## src/rtl/fetch_buffer.sv

```systemverilog
// Instruction fetch buffer: circular FIFO between imem and decode.
// FETCH_BUFFER_BYPASS_EN enables a zero-latency path when the FIFO is empty.
module fetch_buffer #(
  parameter int DEPTH = 4
) (
  input  logic                     CLK,
  input  logic                     RST,
  input  logic                     ihit,
  input  logic [31:0]              imemload,
  input  logic [31:0]              imemaddr,
  input  logic                     flush,
  input  logic                     dec_ready,
  output logic                     dec_valid,
  output logic [31:0]              dec_instr,
  output logic [31:0]              dec_pc,
  output logic [31:0]              dec_npc,
  output logic                     fetch_stall,
  output logic [$clog2(DEPTH):0]   count
);

  localparam int PW = $clog2(DEPTH);
  localparam int CW = PW + 1;
  localparam logic [CW-1:0] FULL = CW'(DEPTH);

  logic [31:0]   instr_q [DEPTH];
  logic [31:0]   instr_d [DEPTH];
  logic [31:0]   pc_q    [DEPTH];
  logic [31:0]   pc_d    [DEPTH];
  logic [PW-1:0] rd_ptr_q, rd_ptr_d;
  logic [PW-1:0] wr_ptr_q, wr_ptr_d;
  logic [CW-1:0] count_q, count_d;

  logic full;
  logic empty;
  logic byp;
  logic push;
  logic pop;

  assign full  = (count_q == FULL);
  assign empty = (count_q == '0);

`ifdef FETCH_BUFFER_BYPASS_EN
  assign byp = empty && ihit && !flush;
`else
  assign byp = 1'b0;
`endif

  always_comb begin
    dec_valid = !empty && !flush;
    dec_instr = instr_q[rd_ptr_q];
    dec_pc    = pc_q[rd_ptr_q];
`ifdef FETCH_BUFFER_BYPASS_EN
    if (byp) begin
      dec_valid = 1'b1;
      dec_instr = imemload;
      dec_pc    = imemaddr;
    end
`endif
  end

  assign dec_npc     = dec_pc + 32'd4;
  assign fetch_stall = full;
  assign count       = count_q;

  // A bypassed word consumed by decode never enters the FIFO.
  assign push = ihit && !flush && !full && !(byp && dec_ready);
  assign pop  = dec_valid && dec_ready && !flush && !byp;

  always_comb begin
    instr_d  = instr_q;
    pc_d     = pc_q;
    rd_ptr_d = rd_ptr_q;
    wr_ptr_d = wr_ptr_q;
    count_d  = count_q;
    if (flush) begin
      rd_ptr_d = '0;
      wr_ptr_d = '0;
      count_d  = '0;
    end else begin
      if (push) begin
        instr_d[wr_ptr_q] = imemload;
        pc_d[wr_ptr_q]    = imemaddr;
        wr_ptr_d          = wr_ptr_q + PW'(1);
      end
      if (pop) begin
        rd_ptr_d = rd_ptr_q + PW'(1);
      end
      unique case ({push, pop})
        2'b10:   count_d = count_q + CW'(1);
        2'b01:   count_d = count_q - CW'(1);
        default: count_d = count_q;
      endcase
    end
  end

  always_ff @(posedge CLK) begin
    if (RST) begin
      for (int i = 0; i < DEPTH; i++) begin
        instr_q[i] <= '0;
        pc_q[i]    <= '0;
      end
      rd_ptr_q <= '0;
      wr_ptr_q <= '0;
      count_q  <= '0;
    end else begin
      instr_q  <= instr_d;
      pc_q     <= pc_d;
      rd_ptr_q <= rd_ptr_d;
      wr_ptr_q <= wr_ptr_d;
      count_q  <= count_d;
    end
  end

endmodule

```

## config.mk

```make
export PLATFORM = sky130hd
export DESIGN_NAME = fetch_buffer
export DESIGN_NICKNAME = d
export VERILOG_FILES = /design/src/rtl/fetch_buffer.sv
export SDC_FILE = /design/constraint.sdc
export NUM_CORES = 1
export LEC_CHECK = 0
export ABC_AREA = 1
export BUFFER_PORTS_ARGS = -buffer_cell sky130_fd_sc_hd__clkbuf_2
export CORE_UTILIZATION = 33
export DETAILED_ROUTE_END_ITERATION = 12
export GPL_TIMING_DRIVEN = 0
export HOLD_SLACK_MARGIN = 0.05
export PLACE_DENSITY_LB_ADDON = 0.1
export SLEW_MARGIN = 20
export SYNTH_ARGS = -nofsm -noshare
export SYNTH_HDL_FRONTEND = slang
export SYNTH_SLANG_ARGS = --single-unit
```

## constraint.sdc

```tcl
create_clock -name CLK -period 3 [get_ports CLK]
set_input_delay 0.6 -clock CLK [delete_from_list [all_inputs] [get_ports CLK]]
set_output_delay 0.6 -clock CLK [all_outputs]
set_load 0.02 [all_outputs]
```

==> metrics.md <==
| Metric | Value |
|---|---|
| Status | finished, violations left |
| Failing checks | setup timing |
| Post-Synth Simple-Gate Area | 33.5% |
| DP HPWL | 38,500 um |
| Fmax | 0.323 GHz |
| Min-Delay Path Class | input port to flip-flop |
| Async SR Flop Fraction | 0% |
| Synthesized flop and latch total | 263 |
| Post-Synthesis Cells | 1,945 |
| FF-to-FF End | count[2]$_SDFFE_PP0P_ |
| Cell Area, Synth | 12,800 um2 |
| Initial DRC count | 1,182 |
| CTS clk-pin slew, worst paths | 0.06 ns |
| Worst skew pair latency | 0.59 ns |
| RR Startpoint | count[1]$_SDFFE_PP0P_ |
| CTS tree | done |
| Clk_skew | 0.0303 ns |
| Pleak | 6.81 nW |
| Grt total ovfl | 0 |
| Crit path DAT | 2.50 ns |
| Fin Hold WS | 0.313 ns |
| Design area | 17,200 um2 |
| Clock Tree Buf Depth | 3 |
| Cell Pwr Density | 499 nW/um2 |
| Critical path startpoint category | flip-flop |
| Syn_nets | 2,021 |
| Routed wire length | 54,200 um |
| Max-cap viol count | 0 |
| Largest family of logic cells by synthesized area | simple AND/OR/NAND/NOR gates |
| Synth Area per Inst | 6.60 um2 |
| Worst-Margin Slew | 0.821 ns |
| Initial Util | 33.8% |
| Synth Area in XOR/XNOR | 1.02% |
| Final setup viols | 19 |
| DR vias/cell | 5.22 |
| Htree depth | 1 |
| Clock sink total | 263 |
| Area Overhead vs Synth | 34.1% |
| Post-synth EDFFs | 0 |
| DRT antenna net count | 0 |
| Global-route wire length before repair | 81,000 um |
| Worst Path Required | 2.40 ns |
| Share of layout cells above drive strength 1 | 24.9% |
| Die ar. | 39,700 um2 |
| Core area | 38,000 um2 |
| Vias | 14.3k |
| Dpl ws | -0.584 ns |
| Placed Area | 14,300 um2 |
| Worst Path Max Fanout | 6 |
| Final period util | 103% |
| Ys Warns | 0 |
| Area share of fa/ha/maj cells after synthesis | 0.740% |
| Overall power | 0.00859 W |
| Vias in the first global route | 13.7k |
| Tmin final | 3.10 ns |
| RD Place Congestion | 0.880 |
| Die width | 199 um |
| Slew headroom | 45.3% |
| CTS Hold Bufs | 0 |
| Number of distinct library cells after synthesis | 24 |
| Commonest non-fill, non-tap cell in the layout | nand2_1 |
| Crit path capture | dec_npc[26] |
| WL/cell | 19.8 um |
| Register area share after synthesis | 41.0% |
| Worst IR Drop VDD | 0.000484 V |
| Max Slew Vio Count | 0 |
| Largest net degree at the start of global routing | 17 |
| Post-synthesis compound-gate area fraction | 16.3% |
| Total GRT Usage | 26.7% |
| Critical Path Start | rd_ptr_q[0]$_SDFFE_PP0N_ |
| Clk root buf | clkbuf_16 |
| Row Count | 71 |
| Worst Reg-to-Reg Cells | 14 |
| RSZ-0062 raised after global routing | true |
| Synth Flop Type | dfxtp_1 |
| Post-route DRC violation count | 0 |
| Multiplexer share of the synthesized area | 0% |
| IO Port Bufs | 169 |
| First-pass DRT Iterations | 5 |
| Worst setup path category | flip-flop to output pin |
| Worst setup margin | -0.0961 ns |
| Most frequent cells in the layout | nand2_1, nand3_1, a21oi_1 |
| Flop-to-flop setup slack | 0.34 ns |
| Die Y-Extent | 199 um |
| Nets | 2,284 |
| I/O pin total | 170 |
| Worst setup EP type | output pin |
| Initial antenna violation count | 3 |
| Final Hold Viols | 0 |
| Total CTS buffers | 31 |
## final cells by class
cell class | instances | area [um2]
Timing Repair Buffer | 230 | 1490
Inverter | 61 | 234
Clock inverter | 10 | 146
Antenna cell | 2 | 5.00
Multi-Input combinational cell | 1465 | 7550
Fill cell | 4089 | 20800
Clock buffer | 45 | 948
Sequential cell | 263 | 5270
Tap cell | 511 | 639
Buffer | 156 | 942
## Yosys cell counts, types with 3 or more instances
library cell / number / area (um2)
nand2_2: 5 / 31.3
ha_1: 6 / 75.1
o22ai_1: 34 / 213
inv_1: 58 / 218
buf_6: 7 / 78.8
buf_1: 3 / 11.3
dfxtp_1: 263 / 5270
nand3_1: 296 / 1480
buf_4: 6 / 45.0
xor2_1: 15 / 131
nor2_2: 9 / 56.3
o21ai_0: 107 / 536
buf_2: 45 / 225
inv_2: 3 / 11.3
nand4_1: 8 / 50.1
nand2_1: 583 / 2190
nor2_1: 131 / 492
clkbuf_1: 95 / 357
a21oi_1: 266 / 1330
## worst max-delay path: stages, from the launching register on
cell and delay, ns:
dfxtp_4 0.42, inv_4 0.06, buf_12 0.15, buf_12 0.15
clkbuf_16 0.16, nand2_4 0.06, nand3_4 0.06, nand2_4 0.12
nand2_2 0.07, nor2_2 0.12, inv_1 0.08, nor2_2 0.12
nand3_1 0.08, nand2_1 0.07, nand2_1 0.05, buf_6 0.13
## through the flow
stage / setup TNS (ns) / util [%] / instances
5_1_grt: -3.33 / 45.3 / 2742
3_3_place_gp: -10.01 / 37.7 / 2625
4_1_cts: -0.882 / 43.5 / 2723
2_1_floorplan: 0 / - / 1945
6_report: -0.844 / 45.3 / 2743
3_5_place_dp: -9.82 / 37.7 / 2625
## report_power, final
group	switching [W]	internal, W	total, W
combinational	0.000680	0.000311	0.000991
clock	0.00157	0.00244	0.00401
sequential	0.0000329	0.00356	0.00359
total	0.00228	0.00631	0.00859
## how the worst min path moves through the flow
| stage | from | endpoint | cells after the start |
|---|---|---|---|
| 2_1_floorplan | pc_q[123]$_SDFFE_PP0P_ | pc_q[123]$_SDFFE_PP0P_ | 2 |
| 3_3_place_gp | pc_q[126]$_SDFFE_PP0P_ | pc_q[126]$_SDFFE_PP0P_ | 2 |
| 3_5_place_dp | pc_q[26]$_SDFFE_PP0P_ | pc_q[26]$_SDFFE_PP0P_ | 2 |
| 4_1_cts | imemload[7] | instr_q[7]$_SDFFE_PP0P_ | 3 |
| 5_1_grt | imemaddr[23] | pc_q[119]$_SDFFE_PP0P_ | 3 |
| 6_report | imemload[7] | instr_q[7]$_SDFFE_PP0P_ | 3 |
## per-layer routing
metal	vias up	wire length (um)	GRT usage, %
met5	-	0	0
met3	84	3590	3.85
li1	6982	-	-
met4	0	1480	8.83
met1	6756	23500	34.9
met2	497	25600	45.0
## state kept, by name (all words and copies together) (netlist names)
| name | cells |
|---|---|
| count | 3 |
| rd_ptr_q | 2 |
| wr_ptr_q | 2 |
| instr_q | 128 |
| pc_q | 128 |
## cell families (layout without fill, tap and decap cells)
| logic type | after synthesis | count (layout) |
|---|---|---|
| XOR/XNOR | 15 | 15 |
| other | 0 | 2 |
| flip-flops | 263 | 263 |
| buffers and inverters | 217 | 502 |
| adder cells (fa/ha/maj) | 7 | 7 |
| AND/OR/NAND/NOR | 1033 | 1033 |
| AO/OA/AOI/OAI | 410 | 410 |
## what timing repair did
action	in CTS	in global routing
gates resized for setup	239	168
pin swaps	63	67
endpoints found under the setup margin	67	43
buffers inserted	41	17
gates cloned	2	1
Note: power is estimated with default switching activity, not from simulation.
